===== src/rtl/aixh_mxc_cmd_loader_pkg.sv =====
//------------------------------------------------------------------------------
// Module      : aixh_mxc_cmd_loader_pkg
// Description : Shared MxConv command layout: word count, RawCommand0 fields,
//               packed CTRL_RawCommand record and the RawCommand0 sanity rule.
// Revision    : 1.0 - initial release
//------------------------------------------------------------------------------
`timescale 1ns/1ps
`default_nettype none

package aixh_mxc_cmd_loader_pkg;

    localparam int unsigned c_MXC_CMD_WORDS = 6;
    localparam int unsigned c_MXC_WORD_BITS = 64;

    typedef logic [c_MXC_WORD_BITS-1:0] raw_word_t;

    // RawCommand0: the two dimensions that must be non-zero for a usable command
    typedef struct packed {
        logic [31:0] reserved;
        logic [15:0] out_cwords;
        logic [15:0] filter_count;
    } raw_cmd0_t;

    // Word k sits at bits [64k+63:64k], so RawCommand0 is the least significant
    typedef struct packed {
        raw_word_t raw5;
        raw_word_t raw4;
        raw_word_t raw3;
        raw_word_t raw2;
        raw_word_t raw1;
        raw_cmd0_t raw0;
    } ctrl_raw_cmd_t;

    function automatic logic cmd0_sane(input raw_cmd0_t w);
        return (w.filter_count != '0) && (w.out_cwords != '0);
    endfunction

endpackage

`default_nettype wire


===== src/rtl/aixh_mxc_cmd_loader.sv =====
//------------------------------------------------------------------------------
// Module      : aixh_mxc_cmd_loader
// Description : Assembles raw 64-bit command words into whole MxConv commands
//               held in a two-slot ping-pong buffer for the controller.
// Revision    : 1.0 - initial release
//------------------------------------------------------------------------------
`timescale 1ns/1ps
`default_nettype none

module aixh_mxc_cmd_loader
    import aixh_mxc_cmd_loader_pkg::*;
#(
    parameter int CMD_WORDS = c_MXC_CMD_WORDS,
    parameter int WORD_BITS = c_MXC_WORD_BITS
) (
    input  logic                           clk,
    input  logic                           rst,
    input  logic                           in_valid,
    output logic                           in_ready,
    input  logic [WORD_BITS-1:0]           in_data,
    input  logic                           in_last,
    input  logic                           abort,
    output logic                           cmd_valid,
    input  logic                           cmd_ready,
    output logic [CMD_WORDS*WORD_BITS-1:0] cmd_data,
    output logic                           err_pulse,
    output logic                           busy
);

    localparam int                 c_CNT_W    = (CMD_WORDS > 1) ? $clog2(CMD_WORDS) : 1;
    localparam logic [c_CNT_W-1:0] c_LAST_IDX = c_CNT_W'(CMD_WORDS - 1);

    logic [WORD_BITS-1:0] r_slot [2][CMD_WORDS];
    logic [1:0]           r_full;
    logic                 r_wr_sel;
    logic                 r_rd_sel;
    logic [c_CNT_W-1:0]   r_wcnt;
    logic                 r_err;

    logic                 w_accept;
    logic                 w_at_last;
    logic                 w_frame_err;
    logic                 w_complete;
    logic                 w_sane;
    logic                 w_commit;
    logic                 w_pop;
    logic [WORD_BITS-1:0] w_word0;
    logic [1:0]           w_full_nxt;

    // Ready comes from registered state only, never from in_valid
    assign in_ready    = ~r_full[r_wr_sel];
    assign w_accept    = in_valid & in_ready & ~abort;
    assign w_at_last   = (r_wcnt == c_LAST_IDX);
    assign w_frame_err = w_accept & (in_last ^ w_at_last);
    assign w_complete  = w_accept & in_last & w_at_last;

    // RawCommand0 is already stored unless the command is a single word long
    assign w_word0  = (r_wcnt == '0) ? in_data : r_slot[r_wr_sel][0];
    assign w_sane   = cmd0_sane(raw_cmd0_t'(64'(w_word0)));
    assign w_commit = w_complete & w_sane;
    assign w_pop    = cmd_valid & cmd_ready;

    // Commit and pop never target the same slot: commit needs it empty, pop full
    always_comb begin
        w_full_nxt = r_full;
        if (w_pop) begin
            w_full_nxt[r_rd_sel] = 1'b0;
        end
        if (w_commit) begin
            w_full_nxt[r_wr_sel] = 1'b1;
        end
    end

    always_ff @(posedge clk or posedge rst) begin
        if (rst) begin
            r_wcnt   <= '0;
            r_wr_sel <= 1'b0;
            r_rd_sel <= 1'b0;
            r_full   <= '0;
            r_err    <= 1'b0;
        end else begin
            r_err  <= w_frame_err | (w_complete & ~w_sane);
            r_full <= w_full_nxt;
            if (abort || w_frame_err || w_complete) begin
                r_wcnt <= '0;
            end else if (w_accept) begin
                r_wcnt <= r_wcnt + 1'b1;
            end
            if (w_commit) begin
                r_wr_sel <= ~r_wr_sel;
            end
            if (w_pop) begin
                r_rd_sel <= ~r_rd_sel;
            end
        end
    end

    // Payload storage carries no reset; validity lives entirely in r_full
    always_ff @(posedge clk) begin
        if (w_accept) begin
            r_slot[r_wr_sel][r_wcnt] <= in_data;
        end
    end

    for (genvar k = 0; k < CMD_WORDS; k++) begin : g_word
        assign cmd_data[k*WORD_BITS +: WORD_BITS] = r_slot[r_rd_sel][k];
    end

    assign cmd_valid = r_full[r_rd_sel];
    assign err_pulse = r_err;
    assign busy      = (r_wcnt != '0) | (|r_full);

endmodule

`default_nettype wire


===== config.mk =====
export PLATFORM = sky130hd
export DESIGN_NAME = aixh_mxc_cmd_loader
export DESIGN_NICKNAME = d
export VERILOG_FILES = /design/src/rtl/aixh_mxc_cmd_loader_pkg.sv /design/src/rtl/aixh_mxc_cmd_loader.sv
export SDC_FILE = /design/constraint.sdc
export NUM_CORES = 1
export LEC_CHECK = 0
export ABC_AREA = 1
export CAP_MARGIN = 20
export CORE_UTILIZATION = 44
export CTS_BUF_LIST = sky130_fd_sc_hd__clkbuf_16
export DETAILED_ROUTE_END_ITERATION = 10
export GPL_TIMING_DRIVEN = 0
export HOLD_SLACK_MARGIN = 0.02
export PLACE_DENSITY_LB_ADDON = 0.25
export SYNTH_ARGS = -nofsm -noshare
export SYNTH_HDL_FRONTEND = slang
export SYNTH_SLANG_ARGS = --single-unit

===== constraint.sdc =====
create_clock -name clk -period 6.7 [get_ports clk]
set_input_delay 0.67 -clock clk [delete_from_list [all_inputs] [get_ports clk]]
set_output_delay 0.67 -clock clk [all_outputs]
set_load 0.01 [all_outputs]

# After elaboration in Yosys (flattened, before gate mapping)
# Memory sizes are Yosys's and may differ from the RTL's.
# Index checks and enable logic that the tools add are counted.
# totals
regBits,8
in_bits,70
mem_count,1
out_inout_bits,388
ram_bits,768
wordCells,63
# op_classes
n_reduce_logical,12
order_cmp,6
add_sub_neg,1
mux,17
n_bitwise,20
n_eq_ne,1
# mem_list
name,words,word_bits,rd,rd_ports_with_merged_regs,wr,line_no,text
r_slot,2,384,2,0,1,aixh_mxc_cmd_loader.sv:33,logic [WORD_BITS-1:0] r_slot [2][CMD_WORDS];
# op_table
op,count
$mux 384,1
$demux 64 s3,1
$mux 64,1
$mux 32,1
$reduce_bool 16->1,2
$and 1x1->1,8
$mux 1,7
$mux 3,2
$not 1->1,5
$ge 4x4->1 const B,1
$logic_and 1x1->1,4
$lt 1x2->1 const B,2
$lt 4x1->1 const B,1
$mux 2,2
$not 3->4,1
$add 3x1->3 const B,1
$eq 3x3->1 const B,1
$logic_not 3->1,1
$reduce_bool 3->1,1
$and 2x2->2,1
$demux 1 s1,2
$ge 1x1->1 const B,2
$logic_or 1x1->1,2
$not 2->2,1
5 further kinds,6

# Longest topological paths before layout
# Gate-level depths: netlist of the first run.
# depth
depth_word,9
depth_mapped,11
depth_no_buf,11

# Least setup slack after synthesis of the first run
# No wires, ideal clock.
# synth_timing
kind,input port to flip-flop
from,input port abort
to,memory r_slot[0][128] (netlist name) (enable)
path_stages,5
path_buffers,0
required_time_ns,6.135
path_slack_ns,0.687
arrival_time_ns,5.448
setup_ns,0.565
path_cell_list,inv_1 -> nand3_2 -> inv_2 -> nand2_1 -> nor3_1
# synth_via
elab_chain_len,4
# synth_rtl
element,line_no,text
from (decl),aixh_mxc_cmd_loader.sv:22,"input logic abort,"
$not 1->1,aixh_mxc_cmd_loader.sv:52,assign w_accept = in_valid & in_ready & ~abort;
$and 1x1->1,aixh_mxc_cmd_loader.sv:52,
$mux 1,aixh_mxc_cmd_loader.sv:100,if (w_accept) begin
$mux 384 (not written as such),aixh_mxc_cmd_loader.sv:101,r_slot[r_wr_sel][r_wcnt] <= in_data;
to (decl),aixh_mxc_cmd_loader.sv:33,
# Every way passes these cells.

# Worst setup path in the final report of the first run
# layout_timing
from,register r_rd_sel
to,output port cmd_data[115]
# layout_via
elab_chain_len,1
# layout_rtl
element,line_no,text
from (decl),aixh_mxc_cmd_loader.sv:36,logic r_rd_sel;
from (signal assigned),aixh_mxc_cmd_loader.sv:93,r_rd_sel <= ~r_rd_sel;
$mem_v2 2x384,--,
to (decl),aixh_mxc_cmd_loader.sv:25,"output logic [CMD_WORDS*WORD_BITS-1:0] cmd_data,"
# Every way passes these cells.

==> run summary, run 1 <==
Status - complete, no violations
Initial antenna violation count - 4
Ratio of cells with drive above 1 in the final layout - 7.90%
Final setup TNS - 0 ps
Diodes inserted - 0
Mean Syn Cell Area - 13.2 sq um
DRC violation count after routing - 0
Synth unique cells - 25
Vias in the first global route - 17821
Worst path required time - 6030 ps
Setup Skew - 12.8 ps
Power Density - 255 nW/um^2
Hold Vio Cnt, Final - 0
Die area - 66300 sq um
Row cnt - 93
Clock buffer count from CTS - 77
Vias per cell - 4.91
CTS root buffer - clkbuf_16
Initial Util - 44.5%
Tcrit/Tclk final - 57.7%
Worst Setup SP - r_rd_sel
Post-Syn Nets - 2253
Critical path peak fanout - 10
Synth Area in Adders - 0.131%
IO Pins - 458
Highest clock rate - 259 MHz
DRT Pass-1 Iters - 5
Final net count - 2870
Most frequent cells in the layout - nand2_1, edfxtp_1, clkdlybuf4s50_1
Total routed wirelength - 77600 um
Overall power - 9.63 mW
Die height - 257 um
Worst slack, placed - 3190 ps
Final worst path period need - 3860 ps
Measured slew at the worst slew-check pin - 1060 ps
Final Cell Area - 37700 sq um
Cell Area, Synth - 28700 sq um
Pleak - 14.3 nW
CTS tree - built
Worst reg-to-reg setup slack - 3600 ps
RD Place Congestion - 0.828
Peak supply drop - 0.181 mV
Vias - 18246
Compound-Gate Fraction of Synth Area - 0.270%
Placed cells - 3573
Largest family of logic cells by synthesized area - simple AND/OR/NAND/NOR gates
Sequential share of the synthesized area - 81.1%
# setup viols final - 0
RSZ-0062 raised after global routing - no
Hold-fix buffers at CTS - 0
GR Overflow Total - 0
Crit end category - primary output
Setup Buffers After CTS - 0
Drt initial violations - 1242
Placed Area - 35300 sq um
First-pass GRT wire length - 113000 um
Worst setup SP type - flip-flop
Clock tree sinks - 776
Worst hold margin - 316 ps
Worst-path clk slew - 60 ps
Most common cell after layout, fill and taps aside - nand2_1
Proportion of synthesized area in mux cells - 0%
Max-cap violations - 0
Worst Path Arrival - 3190 ps
DIE WIDTH - 257 um
Post-synthesis xor/xnor area fraction - 0.0305%
Area Overhead vs Synth - 31.5%
Yosys warns - 0
Setup CP Type - reg2out
Post-Synth Simple-Gate Area - 16.9%
Antenna-violating nets left - 0
Worst skew pair latency - 610 ps
# H-tree levels - 3
CTS resizes - 0
Finished Layout Cells - 3716
CORE AREA - 64500 sq um
Final WS setup - 2840 ps
Synth Instances - 2180
Final core occ - 58.5%
IO Port Bufs - 457
Final Slew Violations - 0
Largest net degree at the start of global routing - 15
Clock buffer depth - 3
Crit Reg-Reg Startpoint - r_wr_sel
Routed WL per cell - 20.9 um
Hold crit path type - in2async
Tot GR Track Use - 23.2%
Hpwl dp - 55100 um
Slew margin rel. - 28.9%
Synth Register Bits - 776
[cell usage after synthesis (all sizes together)]
library cell / number / area, sq um
dfrtp: 8 / 200
clkbuf: 60 / 225
nand3b: 2 / 15.0
o21ai: 11 / 58.8
edfxtp: 768 / 23100
ha: 3 / 37.5
inv: 23 / 86.3
nand4: 3 / 18.8
a21oi: 3 / 18.8
xor2: 1 / 8.76
nor2: 55 / 211
nand3: 14 / 80.1
and2: 2 / 12.5
buf: 28 / 139
nor3: 16 / 85.1
nand2: 1183 / 4440
[layout make-up]
class / instances / area (sq um)
Clock inverter: 62 / 369
Timing Repair Buffer: 538 / 5510
Multi-Input combinational cell: 1293 / 5050
Inverter: 23 / 86.3
Tap cell: 855 / 1070
Sequential cell: 776 / 23300
Buffer: 88 / 364
Clock buffer: 81 / 2030
Fill cell: 4987 / 26700
[final timing paths]
path | end | cells past startpoint
setup / recovery | cmd_data[115] | 6
hold / removal | r_wr_sel | 2
setup reg to reg | r_slot[0][313] | 11
hold reg to reg | r_full[0] | 2
max in group asynchronous | err_pulse | 2
min in group clk | r_full[0] | 2
[kinds of logic after synthesis]
family,Yosys count
DFF,776
AOI/OAI and AO/OA,14
and+or+nand+nor,1275
adders and majority gates,3
buffers and inverters,111
xor gates and xnor gates,1
[metal layers]
| layer | track usage (%) | routed length [um] | up-vias |
|---|---|---|---|
| li1 | - | - | 8600 |
| met1 | 29.6 | 31600 | 8930 |
| met2 | 38.3 | 37700 | 604 |
| met3 | 6.79 | 6310 | 106 |
| met4 | 7.10 | 1880 | 6 |
| met5 | 0 | 37 | - |
[power by group]
group | leakage [nW] | internal (mW) | switching [mW]
Sequential | 7.03 | 5.37 | 0.0101
Combinational | 6.05 | 0.0512 | 0.115
Clock | 1.24 | 2.30 | 1.78
[flip-flops by register name (all words and copies together), names as in the netlist]
name and count:
err_pulse 1, r_full 2, r_rd_sel 1, r_slot 768
r_wcnt 3, r_wr_sel 1
[worst max-delay path, cell delays in order, from the launching register on]
cell and delay, ps:
dfrtp_1 320, buf_2 130, clkbuf_1 720, clkbuf_1 600, nand2_1 100, nand2_1 150
clkdlybuf4s50_1 560
Power figures use the tool's default switching activity.
==> inputs of run 2 (changes only) <==
==> constraint.sdc (replaced) <==
create_clock -name clk -period 3.91 [get_ports clk]
set_input_delay 0.391 -clock clk [delete_from_list [all_inputs] [get_ports clk]]
set_output_delay 0.391 -clock clk [all_outputs]
set_load 0.01 [all_outputs]
==> run summary, run 2 (synthesis results as in run 1) <==
Status - complete, no violations
Area used by multi-input combinational logic - 5120 sq um (+1.5%)
Vias - 18341 (+0.52%)
# setup viols final - 0 (unchanged)
Worst Path Arrival - 3350 ps (+160 ps)
Routed WL per cell - 21.3 um (+2.0%)
Vias per cell - 4.98 (+1.5%)
Crit-path cells - buf_2 > inv_1 > clkbuf_1 > buf_8 > clkbuf_1 > nand2_1 > nand2_1 > clkdlybuf4s50_1
CORE AREA - 64500 sq um (unchanged)
WP depth - 8 (+2)
First-pass GRT wire length - 115000 um (+2.0%)
FF-to-FF path depth - 9 (-2)
Hold crit path type - in2async
Register area - 23300 sq um (unchanged)
Max incr delay on CP - 590 ps (-130 ps)
DRC violation count after routing - 0 (unchanged)
IO Port Bufs - 457 (unchanged)
Worst reg-to-reg setup slack - 960 ps (-2640 ps)
Diodes inserted - 0 (unchanged)
Vias in the first global route - 18315 (+2.8%)
Metal3 WL - 6190 um (-2.0%)
Total routed wirelength - 78400 um (+1.1%)
Hpwl dp - 55200 um (+0.33%)
DRT Pass-1 Iters - 5 (unchanged)
Antenna-violating nets left - 0 (unchanged)
Initial Util - 44.5% (unchanged)
Clock buffer count from CTS - 80 (+3.9%)
RD Place Congestion - 0.830 (+0.22%)
Placed cells - 3542 (-0.87%)
CTS resizes - 0 (unchanged)
Final net count - 2842 (-0.98%)
Peak supply drop - 0.340 mV (+88%)
Hold Vio Cnt, Final - 0 (unchanged)
Fill count - 4954 (-0.66%)
Crit path max-delay family - buffers and inverters
Top layer in use - met5
CTS tree - built
Initial antenna violation count - 3 (-1)
Biggest register - r_slot
Most common cell after layout, fill and taps aside - nand2_1
Measured slew at the worst slew-check pin - 913 ps (-147 ps)
Area Overhead vs Synth - 32.1%
R2r endpoint - r_slot[1][315]
Max reg flops - 768 (unchanged)
Clock buffer depth - 3 (unchanged)
WP buf/inv - 6 (+2)
Final core occ - 58.8% (+0.26 points)
Crit end category - primary output
Setup Skew - 23.5 ps (+10.7 ps)
Clock tree sinks - 776 (unchanged)
Die area - 66300 sq um (unchanged)
CTS root buffer - clkbuf_16
GR Overflow Total - 0 (unchanged)
# H-tree levels - 3 (unchanged)
IO Pins - 458 (unchanged)
Tcrit/Tclk final - 95.7%
Hold-fix buffers at CTS - 0 (unchanged)
Placed Area - 35500 sq um (+0.44%)
Overall power - 16.6 mW (+72%)
Worst path required time - 3520 ps (-2510 ps)
Largest net degree at the start of global routing - 20 (+5)
DIE WIDTH - 257 um (unchanged)
Setup CP Type - reg2out
Slew margin rel. - 39.1% (+10 points)
Crit-path slowest cell - clkbuf_1
Worst setup SP type - flip-flop
Most frequent cells in the layout - nand2_1, edfxtp_1, clkdlybuf4s50_1
WL met1 - 31500 um (-0.52%)
RSZ-0062 raised after global routing - no
Worst slack, placed - 772 ps (-2420 ps)
Finished Layout Cells - 3681 (-0.94%)
Biggest regs - r_slot: 768 flops, r_wcnt: 3 flops, r_full: 2 flops
Setup Buffers After CTS - 0 (unchanged)
Worst-path clk slew - 60 ps (about the same)
Highest clock rate - 267 MHz
Worst Setup EP - cmd_data[314]
Final Slew Violations - 0 (unchanged)
Worst Setup SP - r_rd_sel
Met2 wire length - 38600 um (+2.4%)
Ratio of cells with drive above 1 in the final layout - 6.97% (-0.93 points)
Drt initial violations - 1372 (+10%)
Final Cell Area - 37900 sq um (+0.44%)
Power Density - 438 nW/um^2 (+72%)
Worst skew pair latency - 620 ps (about the same)
Final WS setup - 170 ps (-2670 ps)
Final worst path period need - 3740 ps
Max-cap violations - 0 (unchanged)
Die height - 257 um (unchanged)
Critical path peak fanout - 10 (unchanged)
Tot GR Track Use - 23.5% (+0.32 points)
Row cnt - 93 (unchanged)
Crit Reg-Reg Startpoint - r_wr_sel
Pleak - 14.3 nW (about the same)
==> run 2: cell types whose count changed in the layout (fill, tap and decap cells not counted), moves of 6 or more <==
cell,previous run,this run
buf_6,64,1
buf_16,0,21
buf_8,12,29
nor3_2,13,1
nor3_4,0,12
clkinv_1,25,18
buf_4,7,1
==> run 2: final cells by class <==
type | count | share of cell area (%)
buffer | 88 | 0.961
clock buffer | 83 | 5.48
clock inverter | 56 | 0.878
inverter | 23 | 0.228
multi-input combinational | 1293 | 13.5
sequential | 776 | 61.4
tap | 855 | 2.82
timing repair buffer | 507 | 14.7
==> run 2: worst min path at each step <==
stage | from | end | slack (ps) | cells after the start
detailed placement | r_full[0] | r_full[0] | 570 | 2
CTS | rst | r_wcnt[2] | 30 | 2
finish | rst | err_pulse | 50 | 2
global placement | r_full[0] | r_full[0] | 510 | 2
floorplan | rst | err_pulse | 210 | 1
global route | rst | r_wcnt[2] | 50 | 2
==> run 2: through the flow <==
stage	hold WS (ps)	setup TNS, ps
floorplan	207	-106040
global placement	512	-1875300
detailed placement	573	0
CTS	30.1	0
global route	54.9	0
finish	45.7	0
==> run 2: power breakdown <==
part           internal, mW  switching (mW)
logic                0.0899           0.199
clock network          4.02            3.07
registers              9.21          0.0177
total                  13.3            3.29
==> run 2: metal layers <==
| metal | GRT usage (%) | vias up |
|---|---|---|
| met5 | 0 | - |
| met4 | 7.66 | 4 |
| met3 | 5.96 | 127 |
| met2 | 39.5 | 679 |
| met1 | 29.8 | 8990 |
| li1 | - | 8541 |
==> inputs of run 3 (changes only) <==
--- a/config.mk
+++ b/config.mk
@@ -5,7 +5,6 @@
 export SDC_FILE = /design/constraint.sdc
 export NUM_CORES = 1
 export LEC_CHECK = 0
-export ABC_AREA = 1
 export CAP_MARGIN = 20
 export CORE_UTILIZATION = 44
 export CTS_BUF_LIST = sky130_fd_sc_hd__clkbuf_16
==> constraint.sdc (replaced) <==
create_clock -name clk -period 3.49 [get_ports clk]
set_input_delay 0.349 -clock clk [delete_from_list [all_inputs] [get_ports clk]]
set_output_delay 0.349 -clock clk [all_outputs]
set_load 0.01 [all_outputs]
==> run summary, run 3 <==
Most frequent cells in the layout - edfxtp_1, clkdlybuf4s50_1, mux2_2
Die area - 65400 sq um (-1.2%)
Final net count - 1956 (-31%)
R2r endpoint - r_slot[1][233]
Sequential share of the synthesized area - 82.1% (+1.0 points)
Mean Syn Cell Area - 21.9 sq um (+66%)
Setup Buffers After CTS - 0 (unchanged)
Hold crit path type - in2reg
Biggest register - r_slot
Critical path peak fanout - 10 (unchanged)
Worst Setup SP - r_rd_sel
Drt initial violations - 899 (-34%)
Max reg flops - 768 (unchanged)
Tcrit/Tclk final - 95.0%
DRC violation count after routing - 0 (unchanged)
Setup Skew - 17.3 ps (-6.19 ps)
Initial Util - 44.8% (+0.25 points)
Status - complete, no violations
Max-cap violations - 0 (unchanged)
Pleak - 12.3 nW (-14%)
Top-count cell post-synth - edfxtp_1
Top cell types by occurrence after synthesis - edfxtp_1, mux2_2, clkbuf_1, buf_2, nor4_1
Worst Setup EP - cmd_data[222]
CTS tree - built
Worst skew pair latency - 620 ps (about the same)
First-pass GRT wire length - 103000 um (-11%)
Peak supply drop - 0.436 mV (+28%)
Fill count - 4605 (-7.0%)
Clock tree sinks - 776 (unchanged)
Vias - 14420 (-21%)
Setup CP Type - reg2out
Worst setup SP type - flip-flop
Crit end category - primary output
Final WS setup - 173 ps (+3.20 ps)
DRT Pass-1 Iters - 4 (-1)
Synth Register Bits - 776 (unchanged)
DIE WIDTH - 256 um (-0.61%)
Highest clock rate - 301 MHz
Crit Reg-Reg Startpoint - r_wr_sel
Final Slew Violations - 0 (unchanged)
Vias per cell - 5.16 (+3.7%)
Power Density - 501 nW/um^2 (+14%)
Ys flop type - edfxtp_1
Die height - 256 um (-0.61%)
Synth Instances - 1297 (-41%)
Hpwl dp - 47900 um (-13%)
Yosys top cell area share - 81.4% (+1.0 points)
Hold Vio Cnt, Final - 0 (unchanged)
Worst Path Arrival - 2970 ps (-380 ps)
Depth of the worst hold-timing path - 2
RD Place Congestion - 0.779 (-6.2%)
Vias in the first global route - 15134 (-17%)
Final core occ - 59.4% (+0.58 points)
Row cnt - 92 (-1.1%)
Register area - 23300 sq um (unchanged)
Total routed wirelength - 70800 um (-9.7%)
Most common cell after layout, fill and taps aside - edfxtp_1
IO Pins - 458 (unchanged)
Post-Syn Nets - 1370 (-39%)
# setup viols final - 0 (unchanged)
Area used by multi-input combinational logic - 5020 sq um (-1.9%)
Largest net degree at the start of global routing - 26 (+30%)
Ratio of cells with drive above 1 in the final layout - 30.5% (+24 points)
RSZ-0062 raised after global routing - no
Clock buffer depth - 3 (unchanged)
FF-to-FF path depth - 6 (-3)
Worst slack, placed - -386 ps (-1160 ps)
Final worst path period need - 3320 ps
CORE AREA - 63300 sq um (-1.8%)
Ys async rst share - 1.03% (unchanged)
Clock buffer count from CTS - 81 (+1.3%)
IO Port Bufs - 457 (unchanged)
Synth area leader - edfxtp_1
Worst-path clk slew - 60 ps (about the same)
CTS root buffer - clkbuf_16
# H-tree levels - 3 (unchanged)
Biggest regs - r_slot: 768 flops, r_wcnt: 3 flops, r_full: 2 flops
Tot GR Track Use - 21.6% (-2.0 points)
Area Overhead vs Synth - 32.6%
Cell Area, Synth - 28300 sq um (-1.2%)
Measured slew at the worst slew-check pin - 933 ps (+20.3 ps)
Initial antenna violation count - 3 (unchanged)
Yosys warns - 0 (unchanged)
Dominant cells by area after synthesis - edfxtp_1, mux2_2, dfrtp_1, nor4_1, buf_2
Worst reg-to-reg setup slack - 410 ps (-550 ps)
Post-synth EDFFs - 768 (unchanged)
Final setup TNS - 0 ps (unchanged)
Antenna-violating nets left - 0 (unchanged)
Slew margin rel. - 37.6% (-1.6 points)
GR Overflow Total - 0 (unchanged)
Worst path required time - 3140 ps (-380 ps)
Routed WL per cell - 25.4 um (+19%)
Synth unique cells - 33 (+32%)
[run 3: cell count changes after synthesis, sizes merged, moves of 5 or more]
| cell | previous run | this run |
|---|---|---|
| nor4 | 0 | 19 |
| nand3 | 14 | 5 |
| inv | 23 | 4 |
| nor3 | 16 | 8 |
| clkbuf | 60 | 22 |
| nor2 | 55 | 13 |
| o21ai | 11 | 0 |
| buf | 28 | 23 |
| mux2 | 0 | 385 |
| nand2 | 1183 | 11 |
[run 3: stage by stage]
stage,std cells,hold WS (ps),power [mW],area [sq um]
floorplan,1297,165,10.5,28400
global placement,2600,584,10.8,34100
detailed placement,2645,595,10.8,35000
CTS,2791,375,19.0,37600
global route,2791,420,19.3,37600
finish,2792,410,18.8,37600
[run 3: per-layer routing]
layer  GRT usage (%)  wire length [um]  part of all wire (%)
met5               0                 0                     0
met4            5.47              1240                   1.8
met3            6.59              5320                   7.5
met2            36.4             35300                    50
met1            27.1             29000                    41
[run 3: worst max-delay path, stage by stage, from the launching register on]
cell,delay (ps)
dfrtp_1,340
clkbuf_4,240
clkbuf_2,290
buf_8,190
buf_2,320
mux2_2,390
clkdlybuf4s50_1,570
[run 3: kinds of logic (layout without fill, tap and decap cells)]
logic type      Yosys count  in the layout  share of synthesized area (%)
simple gates             71             71                           1.39
mux                     386            386                           15.3
fa+ha+maj                 3              3                          0.132
xor+xnor                  1              1                         0.0309
other cells               0              1                              0
flops                   776            776                           82.1
buf+inv                  49            697                          0.733
compound gates           11             11                          0.313
[run 3: report_power, final]
group / internal [mW] / switching (mW) / total (mW) / leakage (nW)
clock: 4.75 / 3.46 / 8.21 / 1.33
combinational: 0.101 / 0.197 / 0.297 / 3.90
sequential: 10.3 / 0.0173 / 10.3 / 7.03
total: 15.2 / 3.68 / 18.8 / 12.3
[run 3: what timing repair did]
action	4_1_cts	5_1_grt
endpoints found under the hold margin	8	0
hold buffers	1	0
gates resized for setup	20	2
setup endpoints to repair	350	7
[run 3: worst min-delay path by stage]
stage,startpoint,to,slack [ps]
6_report,cmd_ready,r_rd_sel,410
5_1_grt,cmd_ready,r_rd_sel,420
4_1_cts,cmd_ready,r_rd_sel,370
3_5_place_dp,r_full[1],r_rd_sel,590
3_3_place_gp,r_full[1],r_rd_sel,580
2_1_floorplan,rst,err_pulse,160
[run 3: cell type report]
class | count | share of cell area (%)
Buffer | 45 | 0.596
Inverter | 4 | 0.0399
Multi-Input combinational cell | 472 | 13.4
Antenna cell | 1 | 0.00666
Timing Repair Buffer | 503 | 14.5
Sequential cell | 776 | 61.9
Tap cell | 846 | 2.82
Clock inverter | 62 | 1.22
Clock buffer | 83 | 5.53
==> variant: new RTL, settings of run 1 <==
Change the package constant `c_MXC_WORD_BITS` from 64 to 96.
--- a/src/rtl/aixh_mxc_cmd_loader_pkg.sv
+++ b/src/rtl/aixh_mxc_cmd_loader_pkg.sv
@@ -11,5 +11,5 @@
 
     localparam int unsigned c_MXC_CMD_WORDS = 6;
-    localparam int unsigned c_MXC_WORD_BITS = 64;
+    localparam int unsigned c_MXC_WORD_BITS = 96;
 
     typedef logic [c_MXC_WORD_BITS-1:0] raw_word_t;
Interface: changed (resized cmd_data and in_data); port bits go from 458 to 682. No check against the original RTL was run, so the function may have changed too.
==> variant against run 1 <==
- global-route usage is 3.4 points higher
- routed wire length is 70% higher
- synthesized area is 48% higher
- sequential cell count is 384 higher
- setup slack worse by 0.31 ns
- via count is 50% higher
- non-clock buffer count is 332 higher
- design area is 49% higher
- clock skew is 0.014 ns higher
- critical path depth stayed put
- total power is 48% higher
- largest cell class unchanged
==> variant: results (changes against run 1) <==
STA
  – Worst Skew: 0.0266 ns (+0.0137 ns)
  – Worst-Margin Slew: 0.983 ns (-0.0772 ns)

Routing
  – Met2 Wirelength: 65.3 mm (+73%)
  – Via density: 5.00 (+1.9%)
  – Met1 Wirelength: 52.5 mm (+66%)
  – DRT Pass-1 Iters: 6 (+1)
  – Starting DRC count in detailed routing: 2691 (+120%)

Layout
  – Fillers: 7399 (+48%)
  – Share of layout cells above drive strength 1: 8.64% (+0.74 points)

Worst setup path
  – Crit Path Max Fanout: 11 (+1)
  – Worst Path Arrival: 3.51 ns (+0.32 ns)
  – Worst-case reg-to-reg path depth: 12 (+1)
  – R2R setup slack: 3.21 ns (-0.39 ns)
  – Crit-path slowest cell: clkdlybuf4s50_1
  – CP max stage delay: 0.80 ns (+0.08 ns)

Pwr
  – Leak pwr: 0.0214 uW (+49%)
  – P per Cell Area: 253 mW/mm2 (-0.82%)
  – P_int: 11400 uW (+48%)
  – Sequential logic power: 8050 uW (+50%)

Yosys
  – Seq/Total Area, Yosys: 81.7% (+0.65 points)
  – Xor/xnor cell area share of the yosys netlist: 0.0206% (-0.010 points)
  – Post-synth top cells: nand2_1 (1759), edfxtp_1 (1152), clkbuf_1 (66)
  – Ys async rst share: 0.690% (-0.34 points)
  – Complex-gate fraction of the synthesized area: 0.182% (-0.088 points)

Clocking
  – Clock Latency Late Sink: 0.70 ns (+0.09 ns)
  – CTS Root Cell: clkbuf_16

Run status
  – Status: finished, final reports clean

Place
  – GPL Wtd Cong: 0.818 (-1.2%)
  – Detailed placer's ending HPWL: 95.3 mm (+73%)
  – Port Buf Inserts: 681 (+49%)
  – Pre-CTS setup slack: 2.89 ns (-0.299 ns)

Global routing
  – Grt met3 use: 6.52% (-0.26 points)
  – Antenna violations before repair: 7 (+3)
  – Grt met1 use: 33.9% (+4.3 points)
  – Number of global-route vias before repair: 26000 (+46%)
  – Pin count of the biggest net entering global routing: 16 (+1)
  – Met2 Use GR: 44.9% (+6.6 points)
  – Overall routing resource usage: 26.6% (+3.4 points)
  – First-pass GRT wire length: 184 mm (+63%)
==> variant: cell count changes after synthesis, sizes merged <==
cell,run 1,this run
nand2,1183,1759
edfxtp,768,1152
clkbuf,60,66
buf,28,64
==> variant: worst max path at each step <==
stage               slack, ns      from  cells after the start              to
detailed placement       2.89     abort                     12  r_slot[0][526]
CTS                      2.46  r_rd_sel                      6   cmd_data[126]
floorplan               -1.56     abort                      5  r_slot[0][192]
finish                   2.52  r_rd_sel                      6   cmd_data[126]
global placement        -9.88     abort                      6  r_slot[0][424]
global route             2.42  r_rd_sel                      7   cmd_data[273]
==> variant: critical path, delay by kind of cell (launching register included) <==
kind                   cells  cell delay, ns
DFF                        1            0.32
and+or+nand+nor            2            0.23
buffers and inverters      4            2.25
==> variant: through the flow <==
stage | utilization (%) | hold slack [ns] | cells | setup TNS, ns | area, um2
2_1_floorplan | - | 0.486 | 3182 | -1799.22 | 42600
3_3_place_gp | 53.4 | 0.515 | 5128 | - | 51000
3_5_place_dp | 55.3 | 0.527 | 5275 | 0 | 52800
4_1_cts | 58.9 | 0.250 | 5479 | 0 | 56200
5_1_grt | 58.9 | 0.287 | 5479 | 0 | 56200
6_report | 58.9 | 0.321 | 5483 | 0 | 56200
==> variant: cell type report <==
| type | instances | area (um2) | area share, % |
|---|---|---|---|
| Multi-Input combinational cell | 1869 | 7210 | 12.8 |
| Antenna cell | 4 | 10.0 | 0.0178 |
| Inverter | 23 | 86.3 | 0.154 |
| Buffer | 130 | 558 | 0.993 |
| Sequential cell | 1160 | 34800 | 61.9 |
| Clock inverter | 91 | 618 | 1.10 |
| Tap cell | 1265 | 1580 | 2.82 |
| Clock buffer | 113 | 2830 | 5.03 |
| Timing Repair Buffer | 828 | 8530 | 15.2 |
